[config.mk]
export PLATFORM = sky130hd
export DESIGN_NAME = guess_controller
export DESIGN_NICKNAME = d
export VERILOG_FILES = /design/src/rtl/guess_pkg.sv /design/src/rtl/debounce.sv /design/src/rtl/guess_controller.sv
export SDC_FILE = /design/constraint.sdc
export NUM_CORES = 1
export LEC_CHECK = 0
export CORE_MARGIN = 5
export CORE_UTILIZATION = 56
export CTS_CLUSTER_SIZE = 16
export DETAILED_ROUTE_END_ITERATION = 8
export PLACE_DENSITY = 0.75
export SETUP_SLACK_MARGIN = 0.02
export SYNTH_ARGS = -nofsm -noshare
export SYNTH_HDL_FRONTEND = slang
export SYNTH_HIERARCHICAL = 1
export SYNTH_SLANG_ARGS = --single-unit
[constraint.sdc]
create_clock -name clk -period 3 [get_ports clk]
set_input_delay 0.6 -clock clk [delete_from_list [all_inputs] [get_ports clk]]
set_output_delay 0.6 -clock clk [all_outputs]
set_load 0.1 [all_outputs]
[src/rtl/guess_pkg.sv]
// guess_pkg: controller states and guess/secret width shared with the feedback stage
package guess_pkg;
  localparam int GUESS_W = 4;
  typedef enum logic [1:0] {IDLE, READ, SHOW, DONE} state_t;
endpackage

[src/rtl/debounce.sv]
// debounce: 2-FF synchronizer, stable-level counter and rising-edge press pulse
module debounce #(
  parameter int DEBOUNCE_CYCLES = 1_000_000
) (
  input  logic clk,
  input  logic rst,
  input  logic btn,
  output logic press
);
  localparam int CW = $clog2(DEBOUNCE_CYCLES + 1);
  logic [1:0] sync;
  logic level;
  logic [CW-1:0] cnt;
  logic done;
  assign done = cnt == CW'(DEBOUNCE_CYCLES - 1);
  // Any return to the accepted level before the count completes restarts it
  always_ff @(posedge clk or posedge rst)
    if (rst) begin
      sync <= '0;
      level <= 1'b0;
      cnt <= '0;
      press <= 1'b0;
    end else begin
      sync <= {sync[0], btn};
      press <= sync[1] && !level && done;
      if (sync[1] == level) cnt <= '0;
      else if (done) begin
        level <= sync[1];
        cnt <= '0;
      end else cnt <= cnt + 1'b1;
    end
endmodule

[src/rtl/guess_controller.sv]
// guess_controller: latches a debounced guess, reads the round secret, scores it
// and holds the result for the feedback stage; tracks rounds and game end
module guess_controller
  import guess_pkg::*;
#(
  parameter int DEBOUNCE_CYCLES = 1_000_000,
  parameter int BRAM_LAT = 1,
  parameter int HOLD_CYCLES = 50_000_000,
  parameter int NUM_ROUNDS = 16,
  parameter int ADDR_W = 4
) (
  input  logic clk,
  input  logic rst,
  input  logic [GUESS_W-1:0] sw,
  input  logic btn_submit,
  input  logic [GUESS_W-1:0] bram_data,
  output logic bram_en,
  output logic [ADDR_W-1:0] bram_addr,
  output logic [GUESS_W-1:0] player_guess,
  output logic guess_submitted,
  output logic [ADDR_W-1:0] round,
  output logic [ADDR_W:0] score,
  output logic game_over
);
  localparam int CMAX = HOLD_CYCLES > BRAM_LAT ? HOLD_CYCLES : BRAM_LAT;
  localparam int CW = $clog2(CMAX + 1);
  state_t state, state_n;
  logic press;
  logic [CW-1:0] cnt, cnt_n;
  logic [GUESS_W-1:0] guess_n;
  logic [ADDR_W-1:0] round_n;
  logic [ADDR_W:0] score_n;
  logic en_n, sub_n, over_n;
  debounce #(.DEBOUNCE_CYCLES(DEBOUNCE_CYCLES)) u_debounce (
    .clk(clk),
    .rst(rst),
    .btn(btn_submit),
    .press(press)
  );
  assign bram_addr = round;
  always_ff @(posedge clk or posedge rst)
    if (rst) begin
      state <= IDLE;
      cnt <= '0;
      player_guess <= '0;
      round <= '0;
      score <= '0;
      bram_en <= 1'b0;
      guess_submitted <= 1'b0;
      game_over <= 1'b0;
    end else begin
      state <= state_n;
      cnt <= cnt_n;
      player_guess <= guess_n;
      round <= round_n;
      score <= score_n;
      bram_en <= en_n;
      guess_submitted <= sub_n;
      game_over <= over_n;
    end
  // READ spans the enable cycle plus BRAM_LAT, so the compare sees valid data
  always_comb begin
    state_n = state;
    cnt_n = cnt;
    guess_n = player_guess;
    round_n = round;
    score_n = score;
    en_n = 1'b0;
    sub_n = guess_submitted;
    over_n = game_over;
    unique case (state)
      IDLE:
        if (press) begin
          state_n = READ;
          en_n = 1'b1;
          guess_n = sw;
          cnt_n = '0;
        end
      READ:
        if (cnt == CW'(BRAM_LAT)) begin
          state_n = SHOW;
          cnt_n = '0;
          sub_n = 1'b1;
          score_n = score + {{ADDR_W{1'b0}}, bram_data == player_guess};
        end else cnt_n = cnt + 1'b1;
      SHOW:
        if (cnt == CW'(HOLD_CYCLES - 1)) begin
          cnt_n = '0;
          sub_n = 1'b0;
          state_n = round == ADDR_W'(NUM_ROUNDS - 1) ? DONE : IDLE;
          over_n = round == ADDR_W'(NUM_ROUNDS - 1);
          round_n = round == ADDR_W'(NUM_ROUNDS - 1) ? round : round + 1'b1;
        end else cnt_n = cnt + 1'b1;
      DONE:
        if (press) begin
          state_n = IDLE;
          over_n = 1'b0;
          round_n = '0;
          score_n = '0;
          guess_n = '0;
        end
      default: state_n = IDLE;
    endcase
  end
endmodule

# Word-level counts from Yosys, hierarchy flattened
# Index checks and enable logic that the tools add are counted.
# totals
reg_bits	68
input_bits	11
output_inout_bits	20
word_cells	77
# classes
eq_ne	14
muxes	29
add_sub_neg	4
bitwise_logic	1
reduce_logical	17
# op_table
op	n
2-to-1 mux 26 bit	3
case mux 26 bit (3 select lines)	1
2-to-1 mux 20 bit	2
adder 26 x 1 -> 26 bit (second input constant)	1
== test 26 x 1 -> 1 bit (second input constant)	1
== test 26 bit (second input constant)	1
adder 20 x 1 -> 20 bit (second input constant)	1
== test 20 bit (second input constant)	1
2-to-1 mux 4 bit	4
case mux 4 bit (2 select lines)	2
AND reduction 3 bit	4
2-to-1 mux 2 bit	5
2-to-1 mux 5 bit	2
case mux 5 bit (2 select lines)	1
case mux 2 bit (4 select lines)	1
AND reduction 4 bit	2
nonzero test 2 bit	4
2-to-1 mux 1 bit	6
!= test 2 bit (second input constant)	3
adder 5 x 1 -> 5 bit	1
adder 4 x 1 -> 4 bit (second input constant)	1
== test 2 bit (second input constant)	2
== test 4 bit	1
== test 4 bit (second input constant)	1
other kinds (10)	14

# Depth between registers and ports, before layout
# logic_depth
depth_word	4
depth_mapped	8
depth_no_buf	7

# By module
# The synthesis kept the hierarchy.
# by_module_without_submodules
module	area_per_inst_um2	seq_area_each_um2	instances	cells_per_inst
guess_controller	2603.7	1101.1	1	275
debounce	1171.1	600.6	1	114

# Worst setup path after synthesis
# OpenSTA, ideal clock, no wires.
# synth_timing
path_kind	flip-flop to flip-flop
from	reg player_guess[1]
to	reg score[2]
arrival_time_ps	2383
required_ps	2922
stages_incl_launch_ff	8
setup_time_ps	78
slack_ps	540
n_path_buf	0
period_less_slack_ps	2460
path_cell_list	dfrtp_1 -> xor2_1 -> nor4_1 -> ha_1 -> ha_1 -> inv_1 -> or4_1 -> a21oi_1
# synth_via
elab_chain_len	4
# synth_lines
element	line	rtl
from (decl)	guess_controller.sv:19	output logic [GUESS_W-1:0] player_guess,
from (signal assigned)	guess_controller.sv:54	player_guess <= guess_n;
== test 4 bit	guess_controller.sv:84	score_n = score + {{ADDR_W{1'b0}}, bram_data == player_guess};
adder 5 x 1 -> 5 bit	guess_controller.sv:84	
2-to-1 mux 5 bit	guess_controller.sv:80	if (cnt == CW'(BRAM_LAT)) begin
case mux 5 bit (2 select lines)	guess_controller.sv:71	unique case (state)
to (signal assigned)	guess_controller.sv:56	score <= score_n;
to (decl)	guess_controller.sv:22	output logic [ADDR_W:0] score,
# No other way between the ends. The select of a mux whose other input is x is not followed.
# A chain may end at the register's enable or synchronous reset.

# Worst setup path after layout
# layout_timing
from	in bram_data[1]
to	reg score[2]
# layout_via
elab_chain_len	4
# layout_lines
element	line	rtl
from (decl)	guess_controller.sv:16	input logic [GUESS_W-1:0] bram_data,
== test 4 bit	guess_controller.sv:84	
adder 5 x 1 -> 5 bit	guess_controller.sv:84	
2-to-1 mux 5 bit	guess_controller.sv:80	
case mux 5 bit (2 select lines)	guess_controller.sv:71	
# No other way between the ends. The select of a mux whose other input is x is not followed.

==> results.json <==
{
  "diodes": 0,
  "whs_ps": 370,
  "yosysMostFrequentCell": "dfrtp_1",
  "maxSlewHeadroom": 0.410,
  "maxCapViolCount": 0,
  "required_ps": 3280,
  "ctsHoldBuffers": 0,
  "post_route_cells_drive_above_1_share": 0.123,
  "cp.depth": 8,
  "critPathMaxStageDelay_ps": 490,
  "synth_warnings": 6,
  "routed_wl_um": 7810,
  "worstPathArrival_ps": 2640,
  "std_cell_rows": 30,
  "vdd_drop_max_mv": 0.286,
  "start_util": 0.565,
  "wl_met2_um": 3810,
  "path_clk_slew_ps": 80,
  "hold_viol": 0,
  "synth_ff_type": "dfrtp_1",
  "synth.top_cells.by_count": "dfrtp_1 (68), nor2_1 (33), a21oi_1 (29), nand3_1 (22), xnor2_1 (22)",
  "grt_max_degree": 45,
  "yosys.area_share.simple": 0.238,
  "fin_area_mm2": 0.00432,
  "rr_endpoint": "cnt[18]$_DFFE_PP0P_",
  "place_congestion": 0.862,
  "r2r_slack_ps": 670,
  "critPathCapture": "score[2]$_DFFE_PP0P_",
  "crit_family": "simple AND/OR/NAND/NOR gates",
  "cp-end-kind": "flip-flop",
  "core_mm2": 0.00668,
  "synthXorXnorAreaFrac": 0.0974,
  "critical_path_class": "primary input to flip-flop",
  "synth-edff-count": 0,
  "cp_max_fo": 2,
  "cpMostUsedCell": "ha_1",
  "synth_top_family_by_area": "simple AND/OR/NAND/NOR gates",
  "wl_met1_um": 3490,
  "syn2layout_area_growth_pct": 14.4,
  "fill_cells": 569,
  "worst_pin_slew_ps": 884,
  "pwr_density_cell_mw_per_mm2": 437,
  "period_minus_slack_ps": 2370,
  "wl_per_cell_um": 15.5,
  "top_layer": "met4",
  "drtIter0Drc": 142,
  "cts_buffers": 9,
  "crit_chain": "clkdlybuf4s50_1 > xor2_1 > nor4_1 > ha_1 > ha_1 > inv_1 > or4_1 > a21oi_1",
  "worst_slack_ps": 634,
  "syn_area_per_cell_um2": 9.70,
  "synth_top_cell_area_share": 0.451,
  "htree_levels": 3,
  "crit_slowest_cell": "or4_1",
  "ant_nets": 0,
  "syn_nets": 412,
  "met3_length_um": 360,
  "synthAdderAreaFrac": 0.0398,
  "min_path_type": "flip-flop to flip-flop",
  "synth_mux_area_frac": 0.00862,
  "synthCells": 389,
  "antenna_found_initial": 0,
  "synth_area_leader_cell": "dfrtp_1",
  "vias": 3039,
  "nets": 442,
  "synth_area_leaders": "dfrtp_1 (45%), xnor2_1 (5.1%), xor2_1 (4.6%), ha_1 (4.0%), a21oi_1 (3.8%)",
  "reg2reg_depth": 7,
  "syn_area_mm2": 0.00377,
  "tns_ps": 0,
  "cts_setup_buffers": 0,
  "synthArstFlopShare": 1.00,
  "leakage_nw": 1.82,
  "cp-start-kind": "primary input",
  "drt_pass1_iterations": 5,
  "dieArea_mm2": 0.00848,
  "cts_resized": 0,
  "grt_pass1_wl_um": 13600,
  "clockBufferDepth": 2,
  "critPathBufInv": 2,
  "portBuffers": 30,
  "dp_slack_ps": 232,
  "setup_viol": 0,
  "rsz0062_at_grt": "false",
  "cts_tree": "built",
  "cp-startpoint": "bram_data[1]",
  "die_x_um": 92.1,
  "r2r_start": "state[0]$_DFFE_PP0P_",
  "ys_seq_elements": 68,
  "cts.sinks": 68,
  "fin_crit_sh": 0.789,
  "drv_slew": 0,
  "drc": 0,
  "synth_compound_area_frac": 0.118,
  "grt_pass1_vias": 2954,
  "skew_ps": 17.2,
  "die_h_um": 92.1,
  "clock-root-buffer": "clkbuf_8",
  "fmax_ghz": 0.423,
  "clkLatencyLatePin_ps": 350,
  "yosysSeqAreaShare": 0.451,
  "viasPerCell": 6.04,
  "grt.total_usage": 0.198,
  "place_area_mm2": 0.00408,
  "pin_count": 31,
  "hpwl_um": 5510,
  "yosysUniqueCellTypes": 52,
  "overflow": 0,
  "status": "finished clean"
}
[metrics by stage]
step | util | total power [mW] | instances
after floorplan | - | 0.972 | 389
after global placement | 0.611 | 0.995 | 488
after detailed placement | 0.611 | 0.997 | 488
after CTS | 0.646 | 1.91 | 503
after global routing | 0.646 | 1.96 | 503
final | 0.646 | 1.89 | 503
[final cells by class]
| cell class | count | area, µm² | share of cell area |
|---|---|---|---|
| repair buffers | 36 | 308 | 0.0713 |
| flip-flops and latches | 68 | 1700 | 0.394 |
| multi-input cells | 284 | 1900 | 0.439 |
| clock buffers | 10 | 138 | 0.0319 |
| well taps | 80 | 100 | 0.0232 |
| inverters | 20 | 75.1 | 0.0174 |
| clock inverters | 5 | 100 | 0.0232 |
[routing by layer]
layer | track usage | up-vias
met3 | 0.0492 | 13
met5 | 0 | -
li1 | - | 1462
met2 | 0.340 | 67
met1 | 0.243 | 1497
met4 | 0.0668 | 0
[worst min path at each step]
stage | cells after the start | end | from
2_1_floorplan | 0 | u_debounce/sync[1]$_DFF_PP0_ | u_debounce/sync[0]$_DFF_PP0_
4_1_cts | 0 | u_debounce/sync[1]$_DFF_PP0_ | u_debounce/sync[0]$_DFF_PP0_
3_5_place_dp | 0 | u_debounce/sync[1]$_DFF_PP0_ | u_debounce/sync[0]$_DFF_PP0_
3_3_place_gp | 0 | u_debounce/sync[1]$_DFF_PP0_ | u_debounce/sync[0]$_DFF_PP0_
5_1_grt | 0 | u_debounce/sync[1]$_DFF_PP0_ | u_debounce/sync[0]$_DFF_PP0_
6_report | 0 | u_debounce/sync[1]$_DFF_PP0_ | u_debounce/sync[0]$_DFF_PP0_
[worst reg2reg max path: cells and delay by family, from the launching register on]
family	cells	cell delay [ps]
AOI/OAI and AO/OA	1	50
xor gates and xnor gates	1	160
adders and majority gates	1	260
buffers and inverters	1	100
DFF	1	420
and+or+nand+nor	3	1200
[cell usage in the layout, fill, tap and decap left out, types with 10 or more instances in the layout]
cell type,netlist,final
nand4_1,20,20
clkdlybuf4s50_1,0,10
inv_1,20,19
nor4_1,17,17
ha_1,12,12
nand3_1,22,22
clkbuf_8,0,10
buf_4,6,25
nor3_1,13,13
a21oi_1,29,29
nor2_1,33,33
xor2_1,20,20
nand2_1,20,20
xnor2_1,22,22
dfrtp_1,68,68
[power breakdown]
part | leakage [nW] | internal, mW | switching, mW
clock | 0.122 | 0.567 | 0.342
sequential | 0.928 | 0.921 | 0.00534
combinational | 0.772 | 0.0214 | 0.0301
[state kept, by name, indices dropped and copies added (netlist names)]
signal            count
bram_addr             4
bram_en               1
cnt                  26
game_over             1
guess_submitted       1
player_guess          4
score                 5
state                 2
u_debounce/cnt       20
u_debounce/level      1
u_debounce/press      1
u_debounce/sync       2
[logic make-up after synthesis]
kind of cell | after synthesis
adder cells (fa/ha/maj) | 12
AO/OA/AOI/OAI | 67
AND/OR/NAND/NOR | 160
multiplexers | 3
flip-flops | 68
buffers and inverters | 37
XOR/XNOR | 42
Note: power is estimated with default switching activity, not from simulation.
